$ cat src/rtl/bram_rd_arbiter.sv
// Round-robin share of one 1-cycle-latency BRAM read port between two requesters, per-port 2-entry response FIFOs.
// Latency: accept in cycle T, response data_valid in T+2; up to one read issued per cycle.
// Backpressure: a port is granted only while its FIFO has room for every outstanding read; the other port is unaffected.
module bram_rd_arbiter #(
    parameter int W_DATA = 8,
    parameter int W_ADDR = 12
) (
    input  logic              clk,
    input  logic              rst,
    input  logic              req0_addr_valid,
    output logic              req0_addr_ready,
    input  logic [W_ADDR-1:0] req0_addr_data,
    output logic              req0_data_valid,
    input  logic              req0_data_ready,
    output logic [W_DATA-1:0] req0_data,
    input  logic              req1_addr_valid,
    output logic              req1_addr_ready,
    input  logic [W_ADDR-1:0] req1_addr_data,
    output logic              req1_data_valid,
    input  logic              req1_data_ready,
    output logic [W_DATA-1:0] req1_data,
    output logic              ena,
    output logic [W_ADDR-1:0] addra,
    input  logic [W_DATA-1:0] doa
);

    logic [1:0]        addr_valid;
    logic [1:0]        data_ready;
    logic [1:0]        pop;
    logic [1:0]        push;
    logic [1:0]        eligible;
    logic [1:0]        req;
    logic [1:0]        grant;
    logic [1:0]        count [2];
    logic [1:0]        wr_ptr;
    logic [1:0]        rd_ptr;
    logic [W_DATA-1:0] mem [2][2];
    logic              flight_v;
    logic              flight_id;
    logic              rr;

    assign addr_valid = {req1_addr_valid, req0_addr_valid};
    assign data_ready = {req1_data_ready, req0_data_ready};

    always_comb begin
        pop      = '0;
        push     = '0;
        eligible = '0;
        req      = '0;
        for (int i = 0; i < 2; i++) begin
            pop[i]  = (count[i] != 2'd0) & data_ready[i];
            push[i] = flight_v & (flight_id == 1'(i));
            // Slot freed by a same-cycle pop counts, so one port alone can stream at full rate.
            eligible[i] = ({1'b0, count[i]} + {2'b00, push[i]}) < (3'd2 + {2'b00, pop[i]});
            req[i]      = addr_valid[i] & eligible[i] & rst;
        end
        grant[0] = req[0] & (~req[1] | ~rr);
        grant[1] = req[1] & (~req[0] | rr);
    end

    assign req0_addr_ready = grant[0];
    assign req1_addr_ready = grant[1];
    assign ena             = |grant;
    assign addra           = grant[0] ? req0_addr_data :
                             grant[1] ? req1_addr_data : '0;

    assign req0_data_valid = (count[0] != 2'd0);
    assign req1_data_valid = (count[1] != 2'd0);
    assign req0_data       = mem[0][rd_ptr[0]];
    assign req1_data       = mem[1][rd_ptr[1]];

    always_ff @(posedge clk or negedge rst) begin
        if (!rst) begin
            flight_v  <= 1'b0;
            flight_id <= 1'b0;
            rr        <= 1'b0;
            wr_ptr    <= '0;
            rd_ptr    <= '0;
            for (int i = 0; i < 2; i++) begin
                count[i]  <= '0;
                mem[i][0] <= '0;
                mem[i][1] <= '0;
            end
        end else begin
            flight_v  <= |grant;
            flight_id <= grant[1];
            if (|grant) begin
                rr <= grant[0];
            end
            for (int i = 0; i < 2; i++) begin
                if (push[i]) begin
                    mem[i][wr_ptr[i]] <= doa;
                    wr_ptr[i]         <= ~wr_ptr[i];
                end
                if (pop[i]) begin
                    rd_ptr[i] <= ~rd_ptr[i];
                end
                count[i] <= count[i] + {1'b0, push[i]} - {1'b0, pop[i]};
            end
        end
    end

endmodule

$ cat config.mk
export PLATFORM = sky130hd
export DESIGN_NAME = bram_rd_arbiter
export DESIGN_NICKNAME = d
export VERILOG_FILES = /design/src/rtl/bram_rd_arbiter.sv
export SDC_FILE = /design/constraint.sdc
export NUM_CORES = 1
export LEC_CHECK = 0
export ABC_AREA = 1
export CAP_MARGIN = 20
export CORE_UTILIZATION = 46
export DETAILED_ROUTE_END_ITERATION = 12
export HOLD_SLACK_MARGIN = 0.06
export PLACE_DENSITY_LB_ADDON = 0.08
export SLEW_MARGIN = 20
export SYNTH_ARGS = -nofsm -noshare
export SYNTH_HDL_FRONTEND = slang
export SYNTH_SLANG_ARGS = --single-unit
$ cat constraint.sdc
create_clock -name clk -period 2 [get_ports clk]
set_input_delay 0.3 -clock clk [delete_from_list [all_inputs] [get_ports clk]]
set_output_delay 0.3 -clock clk [all_outputs]
set_load 0.02 [all_outputs]
# [Yosys cells after proc, flatten, opt, wreduce, memory -nomap -nowiden]
# Index checks and enable logic that the tools add are counted.
[totals] mem_bits_rw=0 inputBits=38 rom_bits=0 mem_count=0 latch_bits=0 regBits=43 out_inout_bits=33 word_cells=72
[classes] n_mux=14 div_mod_pow=0 n_addsub=8 reduce_logical=5 bitwise=24 n_shift=0 multipliers=0 n_lt_le_gt_ge=8 n_eq_ne=0
[ops] op="8-bit two-way mux" n=8
[ops] op="16-bit bitwise mux" n=2
[ops] op="12-bit two-way mux" n=2
[ops] op="8-bit demux with 1-bit select" n=2
[ops] op="1-bit AND" n=10
[ops] op="2-bit >= comparator, second input constant" n=4
[ops] op="1-bit inverter" n=8
[ops] op="1-bit inverter with 2-bit output" n=4
[ops] op="2-bit by 1-bit adder with 3-bit output" n=2
[ops] op="2-bit by 1-bit adder with 3-bit output, first input constant" n=2
[ops] op="3-bit less-than comparator" n=2
[ops] op="2-bit by 1-bit adder with 2-bit output" n=2
[ops] op="2-bit by 1-bit less-than comparator with 1-bit output, second input constant" n=2
[ops] op="2-bit nonzero test" n=2
[ops] op="2-bit by 1-bit subtractor with 2-bit output" n=2
[ops] op="1-bit logical AND" n=2
[ops] op="1-bit OR" n=2
[ops] op="2-bit OR reduction" n=1

# [Depth between registers and ports, before layout]
# Gate-level depths: netlist of run 1.
[logic_depth] word_depth=11 ltp_mapped=10

# [Worst setup path before layout of run 1]
# OpenSTA, ideal clock, no wires.
[synth_path] path_kind="reg2out" from="reg flight_v" to="out req1_addr_ready" n_path_buf=0 slack_ns=-0.020 path_stages_with_launch=7 arrival_time_ns=1.720 cell_sequence="dfrtp_1 nand3_1 inv_1 ha_1 nor3b_1 nand2_2 o21ai_0"
[synth_between] elab_chain_cells=8
[synth_lines] element="from (decl)" line_no="38" text="logic flight_v;"
[synth_lines] element="from (signal assigned)" line_no="85" text="flight_v <= |grant;"
[synth_lines] element="1-bit AND" line_no="52" text="push[i] = flight_v & (flight_id == 1'(i));"
[synth_lines] element="2-bit by 1-bit adder with 3-bit output" line_no="54" text="eligible[i] = ({1'b0, count[i]} + {2'b00, push[i]}) < (3'd2 + {2'b00, pop[i]});"
[synth_lines] element="3-bit less-than comparator" line_no="54"
[synth_lines] element="1-bit AND (2 in series)" line_no="55" text="req[i] = addr_valid[i] & eligible[i] & rst;"
[synth_lines] element="1-bit inverter" line_no="58" text="grant[1] = req[1] & (~req[0] | rr);"
[synth_lines] element="1-bit OR" line_no="58"
[synth_lines] element="1-bit AND *" line_no="58"
[synth_lines] element="to (decl)" line_no="17" text="output logic req1_addr_ready,"
# Mark *: on every way between the ends. The rest lies on a longest branch, timed or not.

# [Final worst setup path of run 1]
[layout_path] from="reg flight_id" to="out req0_addr_ready"
[layout_between] elab_chain_cells=8
[layout_lines] element="from (decl)" line_no="39" text="logic flight_id;"
[layout_lines] element="from (signal assigned)" line_no="86" text="flight_id <= grant[1];"
[layout_lines] element="1-bit AND" line_no="52"
[layout_lines] element="2-bit by 1-bit adder with 3-bit output" line_no="54"
[layout_lines] element="3-bit less-than comparator" line_no="54"
[layout_lines] element="1-bit AND (2 in series)" line_no="55"
[layout_lines] element="1-bit inverter" line_no="57" text="grant[0] = req[0] & (~req[1] | ~rr);"
[layout_lines] element="1-bit OR" line_no="57"
[layout_lines] element="1-bit AND *" line_no="57"
[layout_lines] element="to (decl)" line_no="11" text="output logic req0_addr_ready,"
# Marked as above.

==> key figures, run 1 <==
Outcome
  • Status: finished with violations
  • Failing checks: negative setup slack

Detailed routing
  • DRC viols: 0
  • Post-Route WL: approximately 5.4 mm
  • Post-DR wirelength/cell: roughly 12 um
  • Vias/cell: around 4.7
  • Via count: 2054
  • Initial DRC Count: 102
  • First drt pass iteration count: 4
  • Final ANT Viol Nets: 0

Logic synthesis
  • Sequential-to-total area share from yosys stat: roughly 48%
  • Ys Warns: 0
  • Top cell type's share of synthesized area: a little under half
  • Post-Syn Area: between 2000 and 2500 um^2
  • Ranking of synthesized cells by area: dfrtp_1, nand2_1, nand3_1
  • Syn avg cell area: slightly above 8 um^2
  • Syn nets: roughly 310
  • Gate Count Post-Synth: between 200 and 300
  • Synth Register Bits: between 40 and 50
  • Netlist cell types: 25
  • Leading area contributor after synthesis: dfrtp_1

Die
  • Starting Density: 47.7%
  • Die extent in y: roughly 70 um
  • Die area: approximately 5200 um^2
  • Die Span X: slightly above 70 um
  • Floorplan core area: approximately 4700 um^2
  • Num ports: about 70
  • Row count: 25

Clock tree
  • Clk root buf: clkbuf_8
  • Worst-path clk slew: roughly 70 ps
  • Clock latency at the later pin of the worst-skew pair: between 200 and 300 ps
  • H-tree levels: 2
  • CTS Sinks: 43
  • CTS tree: yes
  • CTS Buf Count: 5
  • Clock Tree Buf Depth: 2
  • Cts hold-fix bufs: 0

STA
  • Fin Hold WS: 117 ps
  • RSZ-0062 raised after global routing: true
  • Final WS setup: -235 ps
  • Setup Viol. Count Final: 16
  • Slew Limit Fails: 0
  • Setup_tns: -3160 ps
  • Period utilization: 112%
  • Fin. Hold Viols: 0
  • Final Skew: slightly below 6 ps
  • Fin crit period: about 2200 ps
  • Tightest Pin Transition: a little over 600 ps
  • Max Fclk: 447 MHz
  • Worst slew margin: approximately three fifths

Finish
  • Antenna cells: 0
  • Util after Layout: 73.6%
  • Nets: approximately 400
  • Share of layout cells above drive strength 1: between 20 and 30%
  • Area grow syn2layout: 54.3%

Setup path
  • R2R cell count: 15
  • Startpoint types: register
  • CP arrival: around 1900 ps
  • WS Path Type: register to output port
  • CP endpoint kind: output port
  • Critical Path RT: around 1700 ps
  • CP max FO: 5

Power
  • Worst VDD drop: between 0.7 and 0.8 mV
  • Static leakage: ~1.7 nW
  • Final Total Pwr: 5.28 mW
  • Pwr dens: between 1500 and 2000 nW/um^2

Global routing
  • Global route overflow: 0
  • GRT Util Overall: between 20% and 30%
  • Largest net degree at the start of global routing: 44
  • First-pass GRT wire length: approximately 9 mm
  • Vias in the first global route: between 2000 and 2500
  • Antenna violations before repair: 0

Min path
  • Worst hold path type: primary input to asynchronous set/reset pin

Run
  • Max-cap violation count: 0

Place
  • Number of I/O port buffers: 70
  • Final HPWL DP: about 3.6 mm
  • RD Place Congestion: 0.717
## critical path, stage by stage, from the launching register on
cell and delay [ps]:
dfrtp_1 420, inv_2 60, nand3_2 70, inv_2 40, ha_4 160, nor3b_4 200
a21boi_4 270, buf_6 160, inv_4 40, a21oi_4 100, buf_6 130
## timing repair
action                                  in CTS  in global routing
hold endpoints to repair                     0                  0
pin swaps                                    3                 14
setup buffers                                6                  0
gates cloned                                 0                  1
endpoints found under the setup margin      16                 28
resized for setup                          109                 34
## cells by family (layout without fill, tap and decap cells)
family          count (synthesis)  after routing  synth area share (%)
compound gates                 37             37                  10.6
xor+xnor                        8              8                  3.11
fa+ha+maj                       4              4                  2.22
buf+inv                        33            129                  8.11
flops                          43             43                  47.8
simple gates                  147            147                  28.2
## Yosys cell counts
master,number
nand2_1,103
dfrtp_1,43
nand3_1,28
inv_1,19
o21ai_0,18
o21ai_2,10
buf_6,6
o21ai_1,6
nand2_2,5
clkbuf_1,4
ha_1,4
xnor2_1,4
xor2_1,4
nor2_1,3
inv_2,2
nand3_2,2
nor3b_1,2
or2_1,2
a21boi_4,1
a21oi_1,1
buf_4,1
clkbuf_8,1
nor2_4,1
o21a_1,1
or2_2,1
## routing by layer
| layer | vias to the layer above | GRT usage [%] | part of all wire [%] |
|---|---|---|---|
| met4 | 0 | 6.54 | 1.2 |
| met1 | 928 | 27.3 | 45 |
| li1 | 1054 | - | - |
| met5 | - | 0 | 0 |
| met2 | 67 | 36.9 | 47 |
| met3 | 5 | 6.25 | 6.5 |
## through the flow
stage	area (um^2)	worst slack, ps	std cells
after floorplan	2250	-3.52	272
after global placement	3140	-418	423
after detailed placement	3140	-462	423
after CTS	3340	-186	435
after global routing	3480	-323	435
final	3480	-235	435
## sequential cells by signal, summed over array words and instances, names as in the netlist
| name | flops |
|---|---|
| mem | 32 |
| count | 4 |
| rd_ptr | 2 |
| wr_ptr | 2 |
| flight_id | 1 |
| flight_v | 1 |
| rr | 1 |
## final timing paths
path	from	endpoint	slack, ps
max	flight_id	req0_addr_ready	-230
min	rst	mem[7]	120
max reg2reg	flight_id	flight_v	-90
min reg2reg	mem[24]	mem[24]	480
max in group asynchronous	rst	mem[9]	1500
min in group clk	mem[24]	mem[24]	480
## cells in the final DEF (no fill, tap or decap), types with 2 or more instances in the layout
| cell | n |
|---|---|
| or2_1 | 2 |
| o21ai_2 | 11 |
| xnor2_1 | 4 |
| ha_1 | 2 |
| dfrtp_1 | 43 |
| nand3_1 | 16 |
| buf_6 | 20 |
| clkbuf_8 | 5 |
| nor2_1 | 2 |
| nand3_2 | 10 |
| buf_4 | 26 |
| xor2_1 | 4 |
| nand2_4 | 2 |
| nand2_2 | 14 |
| o21ai_1 | 6 |
| inv_1 | 15 |
| clkdlybuf4s50_1 | 52 |
| nand2_1 | 92 |
| inv_2 | 4 |
| o21ai_0 | 17 |
| nand3_4 | 4 |
## final cells by class
type | instances | area [um^2]
tap | 67 | 83.8
inverter | 21 | 86.3
sequential | 43 | 1080
multi-input combinational | 196 | 1170
clock buffer | 6 | 72.6
fill | 359 | 1250
timing repair buffer | 102 | 987
## power breakdown
| group | switching, mW | internal (mW) | total [mW] |
|---|---|---|---|
| clock | 0.262 | 0.233 | 0.495 |
| sequential | 0.270 | 1.31 | 1.58 |
| combinational | 1.67 | 1.54 | 3.20 |
| total | 2.20 | 3.08 | 5.28 |
No activity file was read; power rests on OpenSTA's default activity.
==> run 2: changes to the inputs <==
--- a/config.mk
+++ b/config.mk
@@ -6,11 +6,12 @@
 export NUM_CORES = 1
 export LEC_CHECK = 0
 export ABC_AREA = 1
+export ABC_CLOCK_PERIOD_IN_PS = 2000
 export CAP_MARGIN = 20
 export CORE_UTILIZATION = 46
 export DETAILED_ROUTE_END_ITERATION = 12
 export HOLD_SLACK_MARGIN = 0.06
-export PLACE_DENSITY_LB_ADDON = 0.08
+export PLACE_DENSITY = 0.79
 export SLEW_MARGIN = 20
 export SYNTH_ARGS = -nofsm -noshare
 export SYNTH_HDL_FRONTEND = slang
==> key figures, run 2 (synthesized netlist as in run 1, its figures left out) <==
Detailed routing
  • Post-DR wirelength/cell: 14.3 um
  • Final ANT Viol Nets: 0
  • Vias/cell: between 4 and 5
  • Via count: 2205
  • DRC viols: 0
  • Initial DRC Count: between 150 and 200
  • First drt pass iteration count: 4
  • Post-Route WL: ~6.3 mm

Setup path
  • Slowest CP cell: dfrtp_1
  • Critical path, cell by cell: inv_2, nand3_2, inv_2, ha_4, nor3b_4, a21boi_4, buf_6, buf_12, nand3_4, nand2_4, buf_6
  • CP max FO: 7
  • Critical Path RT: 1700 ps
  • Startpoint types: register
  • CP arrival: between 2000 and 2500 ps
  • CP endpoint kind: output port
  • CP peak stage delay: 410 ps
  • WS Path Type: register to output port

Global routing
  • First-pass GRT wire length: ~10 mm
  • Largest net degree at the start of global routing: between 40 and 50
  • Vias in the first global route: around 2100
  • Antenna violations before repair: 0
  • Global route overflow: 0
  • GRT Util Overall: between 20% and 30%

STA
  • Worst slew margin: a little over three fifths
  • Slew Limit Fails: 0
  • Fin. Hold Viols: 0
  • Final WS setup: -335 ps
  • Period utilization: 117%
  • Max Fclk: about 430 MHz
  • Final Skew: ~5.5 ps
  • RSZ-0062 raised after global routing: true
  • Fin crit period: 2330 ps
  • Setup Viol. Count Final: 15
  • Tightest Pin Transition: around 550 ps

Finish
  • Largest Register: mem
  • Number of flip-flops under the largest register name: 32
  • Antenna cells: 0
  • Post-route insts no fill: approximately 440
  • Area grow syn2layout: 58.4%
  • Most frequent cells in the layout: nand2_1, clkdlybuf4s50_1, dfrtp_1, buf_4
  • Commonest non-fill, non-tap cell in the layout: nand2_1
  • Share of layout cells above drive strength 1: approximately a third
  • Nets: ~420
  • Regs by FF count: mem x32, count x4
  • # fillers: around 310

Outcome
  • Status: finished with violations
  • Failing checks: negative setup slack

Die
  • Die Span X: 72.0 um
  • Num ports: 71
  • Starting Density: between 40% and 50%
  • Die area: approximately 5200 um^2
  • Floorplan core area: around 4700 um^2
  • Row count: 25
  • Die extent in y: just over 70 um

Clock tree
  • Clk root buf: clkbuf_8
  • Worst-path clk slew: 80 ps
  • Clock Tree Buf Depth: 2
  • Clock latency at the later pin of the worst-skew pair: just under 300 ps
  • CTS tree: yes
  • H-tree levels: 2
  • CTS Buf Count: 5
  • CTS Sinks: between 40 and 50

Place
  • Place WS: -536 ps
  • Number of I/O port buffers: 70
  • Placed Cells: roughly 430
  • RD Place Congestion: 0.796
  • Final HPWL DP: 3.82 mm

Run
  • Max-cap violation count: 0

Power
  • Worst VDD drop: 0.645 mV
  • Final Total Pwr: about 5.4 mW
  • Pwr dens: roughly 1500 nW/um^2
  • Static leakage: roughly 1.7 nW

Min path
  • Worst hold path type: primary input to asynchronous set/reset pin
run 2: repair_timing:
action	CTS	global route
pin swaps	13	3
hold endpoints to repair	0	0
setup buffers	4	4
gates resized for setup	125	20
setup endpoints to repair	17	21
gates cloned	1	2
hold buffers	0	0
run 2: final cells by class:
| class | count | area [um^2] | share of cell area (%) |
|---|---|---|---|
| Multi-Input combinational cell | 196 | 1190 | 33.4 |
| Inverter | 21 | 83.8 | 2.35 |
| Clock buffer | 6 | 72.6 | 2.03 |
| Timing Repair Buffer | 107 | 1040 | 29.3 |
| Tap cell | 67 | 83.8 | 2.35 |
| Clock inverter | 2 | 12.5 | 0.351 |
| Timing Repair inverter | 1 | 5.00 | 0.140 |
| Sequential cell | 43 | 1080 | 30.2 |
run 2: worst paths after layout:
kind / slack [ps] / cells past startpoint / start / end
max reg2reg: 170 / 10 / flight_id / flight_id
max: -330 / 11 / flight_id / addra[5]
min: 120 / 2 / rst / mem[7]
max in group asynchronous: 1500 / 2 / rst / rd_ptr[1]
min reg2reg: 490 / 2 / mem[29] / mem[29]
min in group clk: 490 / 2 / mem[29] / mem[29]
run 2: metal layers:
layer / vias up / wire (um) / track usage (%)
met1: 1020 / 2470 / 29.9
met2: 95 / 3270 / 42.2
met5: - / 0 / 0
met3: 18 / 360 / 5.42
met4: 0 / 233 / 11.5
li1: 1072 / - / -
run 2: power breakdown:
group | total (mW) | internal (mW) | switching, mW
logic | 3.32 | 1.58 | 1.74
registers | 1.58 | 1.31 | 0.269
clock network | 0.540 | 0.244 | 0.296
run 2: worst max-delay path: cells and delay by family (launching register included):
| family | cells | cell delay [ps] |
|---|---|---|
| fa+ha+maj | 1 | 150 |
| flops | 1 | 410 |
| buf+inv | 5 | 460 |
| simple gates | 4 | 470 |
| compound gates | 1 | 240 |
run 2: per-stage QoR:
step	setup TNS, ps	cell area, um^2	hold slack [ps]	utilization [%]
after detailed placement	-7490	3160	458	67.0
after floorplan	-3.52	2250	4.41	-
after CTS	-3390	3450	141	73.1
after global placement	-6950	3160	448	67.0
after global routing	-5450	3570	160	75.5
final	-4290	3570	117	75.5
==> run 3: changes to the inputs <==
--- a/config.mk
+++ b/config.mk
@@ -8,6 +8,7 @@
 export ABC_AREA = 1
 export ABC_CLOCK_PERIOD_IN_PS = 2000
 export CAP_MARGIN = 20
+export CORE_MARGIN = 1.5
 export CORE_UTILIZATION = 46
 export DETAILED_ROUTE_END_ITERATION = 12
 export HOLD_SLACK_MARGIN = 0.06
@@ -16,3 +17,4 @@
 export SYNTH_ARGS = -nofsm -noshare
 export SYNTH_HDL_FRONTEND = slang
 export SYNTH_SLANG_ARGS = --single-unit
+export TNS_END_PERCENT = 10
==> key figures, run 3 (synthesized netlist as in run 1, its figures left out) <==
STA
  • Worst slew margin: 57.7%
  • Fin. Hold Viols: 0
  • Period utilization: 116%
  • Tightest Pin Transition: ~630 ps
  • Slew Limit Fails: 0
  • Final Skew: ~2 ps
  • Fin crit period: 2310 ps
  • Setup Viol. Count Final: 15
  • Max Fclk: 432 MHz
  • Final WS setup: -314 ps
  • RSZ-0062 raised after global routing: true
  • Setup_tns: -4290 ps

Finish
  • Share of layout cells above drive strength 1: a little under a third
  • Nets: 414
  • Number of flip-flops under the largest register name: 32
  • Commonest non-fill, non-tap cell in the layout: nand2_1
  • Largest Register: mem
  • Area grow syn2layout: 56.8%
  • Most frequent cells in the layout: nand2_1, clkdlybuf4s50_1, dfrtp_1, buf_4
  • Post-route insts no fill: between 400 and 500
  • Antenna cells: 0
  • Regs by FF count: mem x32, count x4

Min path
  • Worst hold path type: primary input to asynchronous set/reset pin

Place
  • Number of I/O port buffers: 70
  • RD Place Congestion: between 0.7 and 0.8
  • Final HPWL DP: ~3.8 mm
  • Placed Cells: 424

Clock tree
  • CTS Buf Count: 5
  • Worst-path clk slew: 80 ps
  • Clock Tree Buf Depth: 2
  • H-tree levels: 2
  • Cts hold-fix bufs: 0
  • Clk root buf: clkbuf_8
  • CTS Sinks: 43
  • Clock latency at the later pin of the worst-skew pair: ~290 ps
  • CTS tree: yes

Die
  • Die extent in y: 73.0 um
  • Die area: roughly 5300 um^2
  • Floorplan core area: between 4000 and 5000 um^2
  • Row count: 25
  • Die Span X: 73.0 um
  • Num ports: 71
  • Starting Density: between 40% and 50%

Setup path
  • Startpoint types: register
  • Critical Path RT: between 1500 and 2000 ps
  • Worst Path Buf+Inv: 5
  • WS Path Type: register to output port
  • Critical path, cell by cell: buf_4, nand3_2, inv_1, ha_2, nor3b_2, buf_4, nand3_4, buf_12, nand3_2, nand2_2, buf_6
  • CP peak stage delay: about 410 ps
  • Slowest CP cell: dfrtp_1
  • CP max FO: 6
  • CP endpoint kind: output port
  • Delay-heaviest family, CP: buffers and inverters
  • CP arrival: ~2000 ps

Detailed routing
  • Initial DRC Count: 140
  • Final ANT Viol Nets: 0
  • First drt pass iteration count: 4
  • DRC viols: 0
  • Vias/cell: about 4.8
  • Post-DR wirelength/cell: approximately 13 um
  • Post-Route WL: 5.90 mm
  • Via count: roughly 2100

Global routing
  • First-pass GRT wire length: ~9.4 mm
  • Antenna violations before repair: 0
  • Global route overflow: 0
  • Vias in the first global route: 2184
  • GRT Util Overall: 23.3%
  • Largest net degree at the start of global routing: 44

Outcome
  • Failing checks: negative setup slack
  • Status: finished with violations

Power
  • Int Power: 3.17 mW
  • Worst VDD drop: 0.594 mV
  • Switching share of power: around two fifths
  • Pwr dens: about 1500 nW/um^2
  • Static leakage: roughly 1.7 nW
  • Sequential power share: approximately 29%
  • Power share of the combinational group: 60.0%
  • Clock Power Share: 10.9%
  • Sw power: between 2 and 2.5 mW

Run
  • Max-cap violation count: 0
run 3: changes by cell type in the layout (fill, tap and decap cells not counted):
cell,delta
nand3_4,-1
buf_4,-3
nand3_1,+2
nand3_2,-1
nand2_1,+2
nand2_2,-1
inv_4,+1
clkinv_2,-2
clkbuf_8,+2
clkinv_4,-1
nand2_4,-1
run 3: routing by layer:
| layer | vias to the layer above | share of wire [%] | routed length [um] | GRT usage, % |
|---|---|---|---|---|
| li1 | 1062 | - | - | - |
| met1 | 969 | 39 | 2300 | 26.5 |
| met2 | 85 | 51 | 3020 | 41.3 |
| met3 | 17 | 6.1 | 358 | 5.39 |
| met4 | 0 | 3.6 | 213 | 10.7 |
| met5 | - | 0 | 0 | 0 |
run 3: per-stage QoR:
stage                     hold slack (ps)  util, %  total power, mW  area, um^2  setup WS [ps]
final                                96.7     74.8             5.43        3530           -314
after global placement                431     66.8             4.46        3160           -471
after CTS                             112     72.5             5.36        3420           -225
after floorplan                      4.41        -             3.28        2250          -3.52
after detailed placement              431     66.8             4.54        3160           -486
after global routing                  145     74.8             5.84        3530           -392
run 3: worst paths after layout:
check | start | end | slack (ps) | cells past startpoint
setup / recovery | flight_id | addra[2] | -310 | 11
hold / removal | rst | mem[4] | 100 | 2
setup reg to reg | flight_id | flight_id | 250 | 10
hold reg to reg | mem[12] | mem[12] | 480 | 2
max in group asynchronous | rst | mem[24] | 1540 | 2
min in group clk | mem[12] | mem[12] | 480 | 2
run 3: cell type report:
cell class              count  area, um^2
fillers                   340        1190
multi-input cells         196        1160
flip-flops and latches     43        1080
repair buffers            104        1020
clock buffers               8         100
well taps                  67        83.8
inverters                  21        81.3
repair inverters            1        7.51
run 3: power groups by stage:
| stage | clock network [mW] | logic [mW] | registers (mW) |
|---|---|---|---|
| 2_1_floorplan | 0 | 1.76 | 1.52 |
| 3_3_place_gp | 0 | 2.91 | 1.55 |
| 3_5_place_dp | 0 | 2.98 | 1.56 |
| 4_1_cts | 0.610 | 3.18 | 1.57 |
| 5_1_grt | 0.648 | 3.57 | 1.63 |
| 6_report | 0.592 | 3.26 | 1.58 |
run 3: worst register-to-register path: stages (launching register included):
cell,delay [ps]
dfrtp_1,390
inv_2,70
nand3_2,80
inv_2,50
ha_4,160
nor3b_4,200
a21boi_4,240
buf_6,150
buf_4,120
o21ai_4,70
buf_4,130
run 3: what timing repair did:
item	CTS	global route
cloned	2	1
setup buffers	3	3
pin swaps	17	10
gates resized for setup	113	24
setup endpoints to repair	16	31
